### src/rtl/fetch_prefetch_queue.sv
// rtl/fetch_prefetch_queue.sv - instruction prefetch queue between fetch and decode
//
// Issues word-aligned fetch requests from fetch_pc, parks each request in a
// circular queue slot, fills slots as in-order responses return and presents
// the head slot to decode. A redirect flushes the queue and restarts fetch;
// responses still outstanding at that moment are counted off and discarded.
//
// Ports:
//   clock, reset            rising-edge clock, asynchronous active-low reset
//   imem_req_*              fetch request (valid/ready handshake, addr)
//   imem_rsp_*              in-order instruction return (no backpressure)
//   redirect_valid/_pc      branch/jump redirect from execute
//   dec_*                   head entry to decode (valid/ready, instr, pc, pc+4)
//   occupancy               reserved queue entries, for debug
module fetch_prefetch_queue #(
  parameter int unsigned     XLEN     = 32,
  parameter int unsigned     DEPTH    = 4,
  parameter logic [XLEN-1:0] RESET_PC = 32'h0
) (
  input  logic                     clock,
  input  logic                     reset,
  output logic                     imem_req_valid,
  output logic [XLEN-1:0]          imem_req_addr,
  input  logic                     imem_req_ready,
  input  logic                     imem_rsp_valid,
  input  logic [31:0]              imem_rsp_data,
  input  logic                     redirect_valid,
  input  logic [XLEN-1:0]          redirect_pc,
  output logic                     dec_valid,
  input  logic                     dec_ready,
  output logic [31:0]              dec_instr,
  output logic [XLEN-1:0]          dec_pc,
  output logic [XLEN-1:0]          dec_pc_plus4,
  output logic [$clog2(DEPTH):0]   occupancy
);

  localparam int unsigned PW   = $clog2(DEPTH);
  localparam int unsigned CW   = PW + 1;
  localparam logic [CW-1:0] FULL = CW'(DEPTH);

  logic [XLEN-1:0] fetchPc;
  logic [PW-1:0]   head;
  logic [PW-1:0]   tail;
  logic [PW-1:0]   fillPtr;      // oldest reserved entry still waiting for data
  logic [CW-1:0]   reserved;
  logic [CW-1:0]   inflight;
  logic [CW-1:0]   dropCnt;      // responses still owed to pre-redirect requests
  logic [XLEN-1:0] entryPc    [DEPTH];
  logic [31:0]     entryInstr [DEPTH];
  logic [DEPTH-1:0] entryFilled;

  logic            reqFire;
  logic            popFire;
  logic            rspSeen;
  logic            rspDrop;
  logic            rspWrite;
  logic [CW-1:0]   inflightNext;
  logic            unusedRedirectLsbs;

  always_comb begin
    imem_req_valid = reset && !redirect_valid && (reserved < FULL) && (inflight < FULL);
    dec_valid      = entryFilled[head] && !redirect_valid;
    reqFire        = imem_req_valid && imem_req_ready;
    popFire        = dec_valid && dec_ready;
    // A response with nothing outstanding (e.g. left over from before a reset)
    // is ignored entirely.
    rspSeen        = imem_rsp_valid && (inflight != '0);
    rspDrop        = rspSeen && (dropCnt != '0);
    rspWrite       = rspSeen && (dropCnt == '0) && !redirect_valid;
    inflightNext   = inflight + CW'(reqFire) - CW'(rspSeen);
  end

  assign imem_req_addr      = fetchPc;
  assign dec_instr          = entryInstr[head];
  assign dec_pc             = entryPc[head];
  // Held at zero while in reset so every decode output shows its reset value.
  assign dec_pc_plus4       = reset ? (dec_pc + XLEN'(4)) : '0;
  assign occupancy          = reserved;
  assign unusedRedirectLsbs = ^redirect_pc[1:0];

  always_ff @(posedge clock or negedge reset) begin
    if (!reset) begin
      fetchPc     <= RESET_PC;
      head        <= '0;
      tail        <= '0;
      fillPtr     <= '0;
      reserved    <= '0;
      inflight    <= '0;
      dropCnt     <= '0;
      entryFilled <= '0;
      for (int i = 0; i < DEPTH; i++) begin
        entryPc[i]    <= '0;
        entryInstr[i] <= '0;
      end
    end else if (redirect_valid) begin
      // Everything still outstanding after this edge belongs to the old path.
      fetchPc     <= {redirect_pc[XLEN-1:2], 2'b00};
      head        <= '0;
      tail        <= '0;
      fillPtr     <= '0;
      reserved    <= '0;
      inflight    <= inflightNext;
      dropCnt     <= inflightNext;
      entryFilled <= '0;
      for (int i = 0; i < DEPTH; i++) begin
        entryPc[i]    <= '0;
        entryInstr[i] <= '0;
      end
    end else begin
      inflight <= inflightNext;
      dropCnt  <= dropCnt - CW'(rspDrop);
      reserved <= reserved + CW'(reqFire) - CW'(popFire);
      // tail, fillPtr and head always address distinct slots when active.
      if (reqFire) begin
        entryPc[tail]     <= fetchPc;
        entryFilled[tail] <= 1'b0;
        tail              <= tail + PW'(1);
        fetchPc           <= fetchPc + XLEN'(4);
      end
      if (rspWrite) begin
        entryInstr[fillPtr]  <= imem_rsp_data;
        entryFilled[fillPtr] <= 1'b1;
        fillPtr              <= fillPtr + PW'(1);
      end
      // Clearing on pop keeps an emptied queue from showing a stale filled head.
      if (popFire) begin
        entryFilled[head] <= 1'b0;
        head              <= head + PW'(1);
      end
    end
  end

endmodule

### config.mk
export PLATFORM = sky130hd
export DESIGN_NAME = fetch_prefetch_queue
export DESIGN_NICKNAME = d
export VERILOG_FILES = /design/src/rtl/fetch_prefetch_queue.sv
export SDC_FILE = /design/constraint.sdc
export NUM_CORES = 1
export LEC_CHECK = 0
export ABC_AREA = 1
export BUFFER_PORTS_ARGS = -buffer_cell sky130_fd_sc_hd__buf_4
export CAP_MARGIN = 20
export CORE_ASPECT_RATIO = 0.9
export CORE_MARGIN = 3
export CORE_UTILIZATION = 50
export DETAILED_ROUTE_END_ITERATION = 8
export PLACE_DENSITY_LB_ADDON = 0.25
export SETUP_SLACK_MARGIN = 0.05
export SYNTH_ARGS = -nofsm -noshare
export SYNTH_HDL_FRONTEND = slang
export SYNTH_SLANG_ARGS = --single-unit
### constraint.sdc
create_clock -name clock -period 4.3 [get_ports clock]
set_clock_uncertainty 0.2 [all_clocks]
set_input_delay 0.215 -clock clock [delete_from_list [all_inputs] [get_ports clock]]
set_output_delay 0.215 -clock clock [all_outputs]
set_load 0.005 [all_outputs]
==> impl_metrics.prom, run 1 <==
# TYPE chip_impl_metric gauge
chip_impl_info{name="run_status",value="finished, final reports clean"} 1
chip_impl_metric{name="setup_tns",unit="ps"} 0
chip_impl_metric{name="ant_nets",unit=""} 0
chip_impl_metric{name="number_of_sinks_on_the_clock_net",unit=""} 301
chip_impl_metric{name="finalWorstSetupSlack",unit="ps"} 304
chip_impl_metric{name="chipWidth",unit="µm"} 194
chip_impl_metric{name="htreeDepth",unit=""} 1
chip_impl_metric{name="grt_antenna_before_repair",unit=""} 0
chip_impl_metric{name="post-layout-total-power",unit="W"} 0.00814
chip_impl_metric{name="power.internal",unit="W"} 0.00575
chip_impl_metric{name="crit_path_max_fanout",unit=""} 53
chip_impl_metric{name="syn-mean-instance-area",unit="µm²"} 7.63
chip_impl_metric{name="max_stage_delay",unit="ps"} 650
chip_impl_info{name="unrepaired_setup_endpoints_after_global_routing",value="no"} 1
chip_impl_metric{name="max_cap_violations",unit=""} 0
chip_impl_metric{name="synthesis.instances",unit=""} 2094
chip_impl_metric{name="final-max-slew-violation-count",unit=""} 0
chip_impl_info{name="cts_tree",value="built"} 1
chip_impl_metric{name="vert_die_dim",unit="µm"} 176
chip_impl_metric{name="place_hpwl",unit="µm"} 30200
chip_impl_metric{name="irDropWorstVdd",unit="V"} 0.000375
chip_impl_metric{name="clkTransAtPathRegs",unit="ps"} 60
chip_impl_metric{name="critical_path_buf_inv_count",unit=""} 4
chip_impl_info{name="critical_path.cell_chain",value="inv_4, buf_12, nand2_1, nand2_1, nand2_1, nand2_1, ha_1, nand2_2, nor2_2, nand2_1, nor2_1, nand2_1, nand2_1, inv_1, nor2_1, buf_4"} 1
chip_impl_metric{name="vias_in_the_first_global_route",unit=""} 15044
chip_impl_metric{name="grt_first_pass_wirelength",unit="µm"} 79500
chip_impl_metric{name="cts_made_buffers",unit=""} 31
chip_impl_info{name="worstSetupEndpointType",value="primary output"} 1
chip_impl_metric{name="total_wirelength_of_the_detailed_routed_design",unit="µm"} 48900
chip_impl_metric{name="power.density_cell_area",unit="mW/mm²"} 417
chip_impl_info{name="path_common_cell",value="sky130_fd_sc_hd__nand2_1"} 1
chip_impl_metric{name="start_util",unit="%"} 51.2
chip_impl_metric{name="power.share.switching",unit="%"} 29.4
chip_impl_metric{name="layout.core_utilization",unit="%"} 62.5
chip_impl_metric{name="number_of_nets_in_the_final_layout",unit=""} 2374
chip_impl_metric{name="die-area",unit="mm²"} 0.0341
chip_impl_metric{name="timing.final.setup_violations",unit=""} 0
chip_impl_info{name="startpoint_to_endpoint_class_of_the_critical_path",value="register to primary output"} 1
chip_impl_metric{name="drt_drc_violations_left",unit=""} 0
chip_impl_metric{name="place_congestion",unit=""} 0.905
chip_impl_metric{name="fmaxAchievable",unit="MHz"} 250
chip_impl_info{name="layout_commonest_cell",value="sky130_fd_sc_hd__nand2_1"} 1
chip_impl_metric{name="route.detailed.wl_per_inst",unit="µm"} 18.0
chip_impl_metric{name="worst-endpoint-arrival",unit="ps"} 3580
chip_impl_metric{name="worst-r2r-setup-slack",unit="ps"} 1290
chip_impl_metric{name="synth_sequential_area_ratio",unit="%"} 47.2
chip_impl_metric{name="buffer_ports.inserted",unit=""} 198
chip_impl_metric{name="static-leakage-power",unit="nW"} 9.32
chip_impl_metric{name="synth.lib_cells_used.distinct",unit=""} 39
chip_impl_metric{name="fin_hold_viols",unit=""} 0
chip_impl_metric{name="cts-root-to-sink-buffers",unit=""} 3
chip_impl_metric{name="worst_pin_slew",unit="ps"} 1110
chip_impl_metric{name="power.share.combinational",unit="%"} 21.3
chip_impl_info{name="r2r_start",value="head[0]"} 1
chip_impl_metric{name="syn_to_final_growth",unit="%"} 22.3
chip_impl_metric{name="pwr-share-seq",unit="%"} 38.8
chip_impl_metric{name="post_cts.repair.setup_buffers",unit=""} 0
chip_impl_info{name="cp-start-kind",value="register"} 1
chip_impl_info{name="crit-reg2reg-capture",value="occupancy[2]"} 1
chip_impl_metric{name="total_track_usage",unit="%"} 28.2
chip_impl_metric{name="slew_headroom",unit="%"} 26.2
chip_impl_metric{name="vias_per_cell",unit=""} 5.71
chip_impl_metric{name="period_needed",unit="ps"} 4000
chip_impl_metric{name="power_switching",unit="W"} 0.00239
chip_impl_metric{name="grt_start_max_net_pins",unit=""} 183
chip_impl_metric{name="detailedPlace.worstSlack",unit="ps"} 808
chip_impl_metric{name="critical_path_required",unit="ps"} 3880
chip_impl_metric{name="finalCritPeriodShare",unit="%"} 92.9
chip_impl_info{name="root_buffer",value="sky130_fd_sc_hd__clkbuf_16"} 1
chip_impl_info{name="layout.cells.most_common_list",value="sky130_fd_sc_hd__nand2_1 (451), sky130_fd_sc_hd__o21ai_0 (338), sky130_fd_sc_hd__dfrtp_1 (299)"} 1
chip_impl_metric{name="clock_power_share",unit="%"} 39.9
chip_impl_metric{name="initialDrtViolationCount",unit=""} 1353
chip_impl_metric{name="yosysWarnings",unit=""} 0
chip_impl_metric{name="design.core.area",unit="mm²"} 0.0312
chip_impl_metric{name="worst_skew_pair.late_latency",unit="ps"} 580
chip_impl_metric{name="route.vias.total",unit=""} 15518
chip_impl_metric{name="synth-seq-cells",unit=""} 301
chip_impl_info{name="timing.hold.worst.class",value="input pin to asynchronous set/reset pin"} 1
chip_impl_info{name="path_delay_family",value="simple AND/OR/NAND/NOR gates"} 1
chip_impl_metric{name="worst-r2r-cell-count",unit=""} 13
chip_impl_metric{name="io-pin-count",unit=""} 203
chip_impl_info{name="crit_path_top_delay_cell",value="sky130_fd_sc_hd__dfrtp_4"} 1
chip_impl_metric{name="placementRows",unit=""} 61
chip_impl_metric{name="dr.pass1.iters",unit=""} 6
chip_impl_metric{name="grt_overflow_total",unit=""} 0
chip_impl_metric{name="antenna_cells_inserted",unit=""} 0
chip_impl_metric{name="drive_above_1_share",unit="%"} 14.3
chip_impl_metric{name="syn_std_cell_area",unit="mm²"} 0.0160
-- area by class of cell --
cell class              instances  area (µm²)
inverters                     148         563
well taps                     409         512
clock buffers                  39         866
multi-input cells            1504        7190
fillers                      2707       11700
repair buffers                297        2470
clock inverters                19         385
flip-flops and latches        301        7540
-- power by group through the flow --
stage                     Combinational, W  Sequential [W]  Clock (W)
after floorplan                   0.000973         0.00315          0
after global placement             0.00164         0.00320          0
after detailed placement           0.00166         0.00321          0
after CTS                          0.00173         0.00316    0.00329
after global routing               0.00192         0.00318    0.00341
final                              0.00173         0.00316    0.00325
-- flip-flops by register name (all words and copies together), names as in the netlist --
signal         flops
entryInstr       128
entryPc          124
imem_req_addr     30
entryFilled        4
dropCnt            3
inflight           3
occupancy          3
fillPtr            2
head               2
tail               2
-- per-layer routing --
metal | up-vias | GRT usage [%] | share of wire [%]
met5 | - | 0 | 0
li1 | 7382 | - | -
met1 | 7398 | 37.3 | 41
met4 | 0 | 8.17 | 3.0
met2 | 630 | 48.7 | 49
met3 | 108 | 4.12 | 7.0
-- cell usage after synthesis (all sizes together) --
library cell | number | share of area, %
a21boi | 3 | 0.14
a21oi | 32 | 1.0
a22o | 2 | 0.11
a32oi | 1 | 0.055
and2 | 2 | 0.078
buf | 70 | 2.7
clkbuf | 72 | 1.7
conb | 1 | 0.023
dfrtp | 301 | 47
fa | 2 | 0.25
ha | 19 | 1.5
inv | 148 | 3.5
nand2 | 475 | 12
nand3 | 287 | 9.0
nand3b | 1 | 0.047
nand4 | 14 | 0.55
nor2 | 191 | 4.8
nor3 | 12 | 0.38
nor4 | 4 | 0.25
o211ai | 7 | 0.33
o21a | 1 | 0.047
o21ai | 373 | 12
o22ai | 64 | 2.5
o311ai | 1 | 0.055
o31ai | 3 | 0.14
or3 | 1 | 0.039
xnor2 | 3 | 0.16
xor2 | 4 | 0.22
-- stage by stage --
step	cell area [µm²]	hold slack, ps	instances
after floorplan	16000	-281	2095
after global placement	17500	-75.4	2586
after detailed placement	17500	-75.4	2586
after CTS	19500	8.74	2717
after global routing	19500	28.8	2717
final	19500	7.19	2717
-- worst reg2reg max path, stage by stage (launching register included) --
cell and delay, ps:
sky130_fd_sc_hd__dfrtp_4 680, sky130_fd_sc_hd__inv_4 200, sky130_fd_sc_hd__a21oi_1 170, sky130_fd_sc_hd__o21ai_1 80, sky130_fd_sc_hd__a21oi_1 190, sky130_fd_sc_hd__nand2_1 130
sky130_fd_sc_hd__inv_2 150, sky130_fd_sc_hd__ha_1 250, sky130_fd_sc_hd__inv_1 60, sky130_fd_sc_hd__ha_1 130, sky130_fd_sc_hd__inv_1 50, sky130_fd_sc_hd__fa_1 370
sky130_fd_sc_hd__xor2_1 160, sky130_fd_sc_hd__nor2_1 50
-- cell families after synthesis --
family / count (synthesis) / share of synthesized area [%]
DFF: 301 / 47.2
xor gates and xnor gates: 7 / 0.384
AOI/OAI and AO/OA: 487 / 16.1
and+or+nand+nor: 987 / 26.7
adders and majority gates: 21 / 1.74
buffers and inverters: 290 / 7.87
other: 1 / 0.0235
-- how the worst max path moves through the flow --
| stage | from | endpoint | slack (ps) | cells after the start |
|---|---|---|---|---|
| detailed placement | head[0] | dec_pc_plus4[24] | 810 | 15 |
| finish | head[0] | dec_pc_plus4[24] | 300 | 16 |
| global placement | head[0] | dec_pc_plus4[24] | 870 | 15 |
| floorplan | head[1] | occupancy[2] | 1540 | 15 |
| CTS | head[0] | dec_pc_plus4[24] | 180 | 15 |
| global route | head[0] | dec_pc_plus4[24] | 60 | 15 |
-- what timing repair did --
item | CTS | global route
resized for setup | 0 | 2
endpoints found under the setup margin | 0 | 8
endpoints found under the hold margin | 290 | 0
hold buffers | 73 | 0
Note: power is estimated with default switching activity, not from simulation.
==> run 2, diff against run 1 <==
CTS_BUF_LIST = sky130_fd_sc_hd__clkbuf_4 sky130_fd_sc_hd__clkbuf_8   (was unset)
==> impl_metrics.prom, run 2 (synthesis results as in run 1) <==
# TYPE chip_impl_metric gauge
chip_impl_metric{name="grt_start_max_net_pins",unit=""} 183
chip_impl_metric{name="final-max-slew-violation-count",unit=""} 0
chip_impl_metric{name="cts_made_buffers",unit=""} 49
chip_impl_metric{name="drt_drc_violations_left",unit=""} 0
chip_impl_metric{name="initialDrtViolationCount",unit=""} 1307
chip_impl_metric{name="vert_die_dim",unit="µm"} 176
chip_impl_metric{name="cts-root-to-sink-buffers",unit=""} 3
chip_impl_info{name="layout_commonest_cell",value="sky130_fd_sc_hd__nand2_1"} 1
chip_impl_metric{name="route.vias.total",unit=""} 15715
chip_impl_metric{name="fin_hold_ws",unit="ps"} 280
chip_impl_metric{name="setup_tns",unit="ps"} 0
chip_impl_metric{name="io-pin-count",unit=""} 203
chip_impl_info{name="crit-reg2reg-capture",value="occupancy[2]"} 1
chip_impl_metric{name="timing.final.setup_violations",unit=""} 0
chip_impl_metric{name="number_of_sinks_on_the_clock_net",unit=""} 301
chip_impl_metric{name="place_hpwl",unit="µm"} 30200
chip_impl_info{name="cts_tree",value="built"} 1
chip_impl_info{name="unrepaired_setup_endpoints_after_global_routing",value="no"} 1
chip_impl_metric{name="worst_skew_pair.late_latency",unit="ps"} 610
chip_impl_info{name="hold_path.startpoint",value="imem_rsp_data[7]"} 1
chip_impl_metric{name="start_util",unit="%"} 51.2
chip_impl_metric{name="clkTransAtPathRegs",unit="ps"} 60
chip_impl_info{name="startpoint_to_endpoint_class_of_the_critical_path",value="register to primary output"} 1
chip_impl_metric{name="fmaxAchievable",unit="MHz"} 250
chip_impl_metric{name="vias_in_the_first_global_route",unit=""} 15197
chip_impl_metric{name="slew_headroom",unit="%"} 27.2
chip_impl_metric{name="post_layout_nonfiller_instances",unit=""} 2752
chip_impl_metric{name="grt_first_pass_wirelength",unit="µm"} 79400
chip_impl_metric{name="post_place_cell_area",unit="mm²"} 0.0175
chip_impl_metric{name="grt_antenna_before_repair",unit=""} 0
chip_impl_metric{name="worst-r2r-setup-slack",unit="ps"} 1300
chip_impl_metric{name="die-area",unit="mm²"} 0.0341
chip_impl_info{name="root_buffer",value="sky130_fd_sc_hd__clkbuf_8"} 1
chip_impl_metric{name="grt_overflow_total",unit=""} 0
chip_impl_metric{name="ant_nets",unit=""} 0
chip_impl_info{name="regMostFlops",value="entryInstr"} 1
chip_impl_metric{name="static-leakage-power",unit="nW"} 9.29
chip_impl_metric{name="period_needed",unit="ps"} 3990
chip_impl_metric{name="largest_register_ffs",unit=""} 128
chip_impl_metric{name="critical_path_required",unit="ps"} 3880
chip_impl_metric{name="finalCritPeriodShare",unit="%"} 92.9
chip_impl_metric{name="dr.pass1.iters",unit=""} 6
chip_impl_metric{name="worst-r2r-cell-count",unit=""} 13
chip_impl_metric{name="chipWidth",unit="µm"} 194
chip_impl_metric{name="fin_hold_viols",unit=""} 0
chip_impl_metric{name="post-route-cell-area",unit="mm²"} 0.0194
chip_impl_metric{name="number_of_nets_in_the_final_layout",unit=""} 2394
chip_impl_metric{name="buffer_ports.inserted",unit=""} 198
chip_impl_metric{name="syn_to_final_growth",unit="%"} 21.4
chip_impl_metric{name="drive_above_1_share",unit="%"} 15.5
chip_impl_metric{name="total_wirelength_of_the_detailed_routed_design",unit="µm"} 49000
chip_impl_metric{name="max_cap_violations",unit=""} 0
chip_impl_metric{name="irDropWorstVdd",unit="V"} 0.000300
chip_impl_metric{name="placementRows",unit=""} 61
chip_impl_metric{name="total_track_usage",unit="%"} 28.3
chip_impl_info{name="run_status",value="finished, final reports clean"} 1
chip_impl_metric{name="post_cts.repair.setup_buffers",unit=""} 0
chip_impl_metric{name="route.detailed.wl_per_inst",unit="µm"} 17.8
chip_impl_metric{name="crit_path_max_fanout",unit=""} 53
chip_impl_info{name="r2r_start",value="head[0]"} 1
chip_impl_metric{name="place_congestion",unit=""} 0.905
chip_impl_info{name="cp-start-kind",value="register"} 1
chip_impl_metric{name="layout.core_utilization",unit="%"} 62.1
chip_impl_metric{name="worst_pin_slew",unit="ps"} 1090
chip_impl_metric{name="placed_cells_incl_taps",unit=""} 2586
chip_impl_metric{name="htreeDepth",unit=""} 2
chip_impl_info{name="whs_endpoint",value="entryInstr[103]"} 1
chip_impl_metric{name="vias_per_cell",unit=""} 5.71
chip_impl_metric{name="power.density_cell_area",unit="mW/mm²"} 392
chip_impl_metric{name="antenna_cells_inserted",unit=""} 0
chip_impl_metric{name="design.core.area",unit="mm²"} 0.0312
chip_impl_info{name="worstSetupEndpointType",value="primary output"} 1
chip_impl_info{name="timing.hold.worst.class",value="input pin to register"} 1
chip_impl_metric{name="worst-endpoint-arrival",unit="ps"} 3580
chip_impl_info{name="layout.cells.most_common_list",value="sky130_fd_sc_hd__nand2_1 (451), sky130_fd_sc_hd__o21ai_0 (338), sky130_fd_sc_hd__dfrtp_1 (299)"} 1
chip_impl_metric{name="timing.hold.worst_path_depth",unit=""} 4
[run 2: changes by cell type in the layout (fill, tap and decap cells not counted), sizes merged]
cell / previous run / this run
bufinv: 11 / 0
clkbuf: 39 / 80
clkinv: 7 / 10
clkinvlp: 0 / 1
dlygate4sd3: 72 / 74
inv: 149 / 148
[run 2: worst max-delay path by stage]
stage | end | slack (ps) | cells after the start | startpoint
final | dec_pc_plus4[24] | 310 | 16 | head[0]
after global routing | dec_pc_plus4[24] | 60 | 15 | head[0]
after CTS | dec_pc_plus4[24] | 170 | 15 | head[0]
after detailed placement | dec_pc_plus4[24] | 810 | 15 | head[0]
after global placement | dec_pc_plus4[24] | 870 | 15 | head[0]
after floorplan | occupancy[2] | 1540 | 15 | head[1]
[run 2: per-layer routing]
layer	wire length [µm]	vias to the layer above	GRT usage, %
met4	1740	0	10.6
li1	-	7433	-
met3	4010	115	5.08
met5	0	-	0
met1	20000	7440	37.0
met2	23300	727	47.3
[run 2: through the flow]
stage               power [W]  setup WS [ps]
finish                0.00760            307
global route          0.00797           57.7
floorplan             0.00413           1540
detailed placement    0.00487            808
CTS                   0.00762            173
global placement      0.00484            873
[run 2: timing repair]
item / 4_1_cts / 5_1_grt
endpoints found under the setup margin: 0 / 9
gates resized for setup: 0 / 2
hold endpoints to repair: 291 / 0
hold buffers: 75 / 0
[run 2: area by class of cell]
class                           count  area [µm²]
Fill cell                        2732       11800
Sequential cell                   301        7540
Multi-Input combinational cell   1504        7190
Timing Repair Buffer              299        2490
Clock buffer                       80        1030
Inverter                          148         563
Tap cell                          409         512
Clock inverter                     11        68.8
[run 2: where the power goes]
part	switching (W)	internal [W]	total, W
Sequential	0.000164	0.00299	0.00316
Combinational	0.00106	0.000677	0.00174
Clock	0.00119	0.00151	0.00270
Total	0.00241	0.00519	0.00760
[run 2: worst max-delay path, stage by stage (launching register included)]
cell and delay (ps):
sky130_fd_sc_hd__dfrtp_4 650, sky130_fd_sc_hd__inv_4 280, sky130_fd_sc_hd__buf_12 290, sky130_fd_sc_hd__nand2_1 120
sky130_fd_sc_hd__nand2_1 80, sky130_fd_sc_hd__nand2_1 50, sky130_fd_sc_hd__nand2_1 180, sky130_fd_sc_hd__ha_1 250
sky130_fd_sc_hd__nand2_2 90, sky130_fd_sc_hd__nor2_2 160, sky130_fd_sc_hd__nand2_1 130, sky130_fd_sc_hd__nor2_1 210
sky130_fd_sc_hd__nand2_1 70, sky130_fd_sc_hd__nand2_1 70, sky130_fd_sc_hd__inv_1 40, sky130_fd_sc_hd__nor2_1 140
sky130_fd_sc_hd__buf_4 130
==> run 3, diff against run 2 <==
CORE_MARGIN = unset   (was 3)
==> impl_metrics.prom, run 3 (synthesis results as in run 1) <==
# TYPE chip_impl_metric gauge
chip_impl_metric{name="drive_above_1_share",unit="%"} 15.6
chip_impl_metric{name="placementRows",unit=""} 61
chip_impl_metric{name="post_cts.repair.setup_buffers",unit=""} 0
chip_impl_metric{name="place_congestion",unit=""} 0.929
chip_impl_metric{name="largest_register_ffs",unit=""} 128
chip_impl_metric{name="period_needed",unit="ps"} 4010
chip_impl_metric{name="power_switching",unit="W"} 0.00240
chip_impl_info{name="cts_tree",value="built"} 1
chip_impl_metric{name="max_stage_delay",unit="ps"} 710
chip_impl_metric{name="antenna_cells_inserted",unit=""} 0
chip_impl_metric{name="number_of_sinks_on_the_clock_net",unit=""} 301
chip_impl_info{name="root_buffer",value="sky130_fd_sc_hd__clkbuf_8"} 1
chip_impl_info{name="r2r_start",value="head[0]"} 1
chip_impl_metric{name="design.core.area",unit="mm²"} 0.0311
chip_impl_metric{name="finalCritPeriodShare",unit="%"} 93.2
chip_impl_info{name="timing.hold.worst.class",value="input pin to asynchronous set/reset pin"} 1
chip_impl_metric{name="dr.pass1.iters",unit=""} 6
chip_impl_info{name="cp-start-kind",value="register"} 1
chip_impl_info{name="layout.cells.most_common_list",value="sky130_fd_sc_hd__nand2_1 (450), sky130_fd_sc_hd__o21ai_0 (338), sky130_fd_sc_hd__dfrtp_1 (299)"} 1
chip_impl_info{name="regMostFlops",value="entryInstr"} 1
chip_impl_metric{name="vias_per_cell",unit=""} 5.70
chip_impl_metric{name="place_hpwl",unit="µm"} 30300
chip_impl_metric{name="number_of_nets_in_the_final_layout",unit=""} 2392
chip_impl_info{name="worstSetupEndpointType",value="primary output"} 1
chip_impl_metric{name="clkTransAtPathRegs",unit="ps"} 70
chip_impl_metric{name="chipWidth",unit="µm"} 190
chip_impl_metric{name="finalWorstSetupSlack",unit="ps"} 291
chip_impl_metric{name="worst-endpoint-arrival",unit="ps"} 3590
chip_impl_metric{name="static-leakage-power",unit="nW"} 9.28
chip_impl_metric{name="syn_to_final_growth",unit="%"} 21.1
chip_impl_metric{name="route.vias.total",unit=""} 15674
chip_impl_metric{name="setup_tns",unit="ps"} 0
chip_impl_metric{name="route.detailed.wl_per_inst",unit="µm"} 17.8
chip_impl_info{name="critical_path.cell_chain",value="clkinv_2, nand2_1, nand2_1, nand2_1, nand2_1, ha_1, nand2_2, nor2_2, nand2_1, o21ai_0, a21oi_1, buf_4"} 1
chip_impl_metric{name="timing.final.setup_violations",unit=""} 0
chip_impl_metric{name="post_place_cell_area",unit="mm²"} 0.0175
chip_impl_metric{name="cts-root-to-sink-buffers",unit=""} 3
chip_impl_metric{name="cts-hold-fix-buffers",unit=""} 69
chip_impl_metric{name="power.share.switching",unit="%"} 31.6
chip_impl_metric{name="clock_power_share",unit="%"} 35.8
chip_impl_metric{name="fmaxAchievable",unit="MHz"} 249
chip_impl_metric{name="slew_headroom",unit="%"} 34.8
chip_impl_info{name="run_status",value="finished, final reports clean"} 1
chip_impl_metric{name="total_track_usage",unit="%"} 30.3
chip_impl_metric{name="vias_in_the_first_global_route",unit=""} 15062
chip_impl_metric{name="max_cap_violations",unit=""} 0
chip_impl_metric{name="grt_first_pass_wirelength",unit="µm"} 78600
chip_impl_metric{name="drt_drc_violations_left",unit=""} 0
chip_impl_metric{name="start_util",unit="%"} 51.3
chip_impl_metric{name="buffer_ports.inserted",unit=""} 198
chip_impl_metric{name="worst_skew_pair.late_latency",unit="ps"} 610
chip_impl_metric{name="crit_path_max_fanout",unit=""} 37
chip_impl_metric{name="power.density_cell_area",unit="mW/mm²"} 394
chip_impl_metric{name="total_wirelength_of_the_detailed_routed_design",unit="µm"} 48800
chip_impl_info{name="startpoint_to_endpoint_class_of_the_critical_path",value="register to primary output"} 1
chip_impl_info{name="crit_path_top_delay_cell",value="sky130_fd_sc_hd__dfrtp_4"} 1
chip_impl_info{name="timing.critical_path.from",value="head[0]"} 1
chip_impl_info{name="path_common_cell",value="sky130_fd_sc_hd__nand2_1"} 1
chip_impl_info{name="unrepaired_setup_endpoints_after_global_routing",value="no"} 1
chip_impl_metric{name="initialDrtViolationCount",unit=""} 1324
chip_impl_metric{name="power.share.combinational",unit="%"} 22.7
chip_impl_metric{name="die-area",unit="mm²"} 0.0327
chip_impl_metric{name="grt_start_max_net_pins",unit=""} 163
chip_impl_metric{name="grt_overflow_total",unit=""} 0
chip_impl_metric{name="grt_antenna_before_repair",unit=""} 0
chip_impl_metric{name="io-pin-count",unit=""} 203
chip_impl_metric{name="irDropWorstVdd",unit="V"} 0.000377
chip_impl_metric{name="ant_nets",unit=""} 0
chip_impl_metric{name="pwr-share-seq",unit="%"} 41.6
chip_impl_metric{name="fin_hold_viols",unit=""} 0
chip_impl_metric{name="cts_made_buffers",unit=""} 50
chip_impl_metric{name="htreeDepth",unit=""} 2
chip_impl_metric{name="worst_pin_slew",unit="ps"} 977
chip_impl_metric{name="critical_path_required",unit="ps"} 3880
chip_impl_metric{name="detailedPlace.worstSlack",unit="ps"} 828
chip_impl_metric{name="post-route-cell-area",unit="mm²"} 0.0193
chip_impl_metric{name="vert_die_dim",unit="µm"} 172
chip_impl_metric{name="final-max-slew-violation-count",unit=""} 0
chip_impl_metric{name="power.internal",unit="W"} 0.00521
chip_impl_metric{name="post_cts_sizing",unit=""} 0
chip_impl_info{name="layout_commonest_cell",value="sky130_fd_sc_hd__nand2_1"} 1
chip_impl_metric{name="fillerInstances",unit=""} 2790
==> run 3: cell count changes in the layout (fill, tap and decap cells not counted), sizes merged <==
cell,previous run,this run
dlygate4sd3,74,69
clkinv,10,4
buf,225,227
clkbuf,80,85
==> run 3: layer usage <==
layer / GRT usage (%) / share of wire [%] / vias up
met4: 13.2 / 3.7 / 0
li1: - / - / 7419
met5: 0 / 0 / -
met2: 50.1 / 47 / 677
met3: 4.71 / 7.9 / 114
met1: 39.4 / 41 / 7464
==> run 3: through the flow <==
step	instances	total power [W]	utilization (%)	hold WS, ps
floorplan	2095	0.00413	-	-281
global placement	2589	0.00484	56.3	108
detailed placement	2589	0.00487	56.3	118
CTS	2748	0.00764	62.1	90.8
global route	2748	0.00799	62.1	116
finish	2748	0.00761	62.1	82.1
==> run 3: final timing paths <==
kind | end | slack, ps | cells after the start
min in group clock | entryInstr[62] | 230 | 4
worst max-delay path | dec_pc_plus4[8] | 290 | 12
worst min-delay path | entryPc[44] | 80 | 3
worst max register to register | occupancy[2] | 810 | 13
worst min register to register | entryPc[65] | 290 | 2
max in group asynchronous | head[0] | 1730 | 5
==> run 3: area by class of cell <==
type                    count  area (µm²)  area share, %
multi-input cells        1504        7190           37.2
well taps                 409         512           2.65
repair buffers            296        2440           12.6
clock inverters             5        48.8          0.252
flip-flops and latches    301        7540           39.0
clock buffers              85        1050           5.44
inverters                 148         562           2.91
==> run 3: power by group through the flow <==
| stage | Combinational (W) | Clock (W) | Sequential, W |
|---|---|---|---|
| CTS | 0.00172 | 0.00276 | 0.00316 |
| global route | 0.00191 | 0.00289 | 0.00319 |
| detailed placement | 0.00166 | 0 | 0.00321 |
| finish | 0.00172 | 0.00272 | 0.00316 |
| floorplan | 0.000973 | 0 | 0.00315 |
| global placement | 0.00164 | 0 | 0.00320 |
==> run 3: worst max-delay path: cells and delay by family, from the launching register on <==
kind            cells  cell delay [ps]
simple gates        7              800
fa+ha+maj           1              280
compound gates      2              430
buf+inv             2              740
flops               1              710
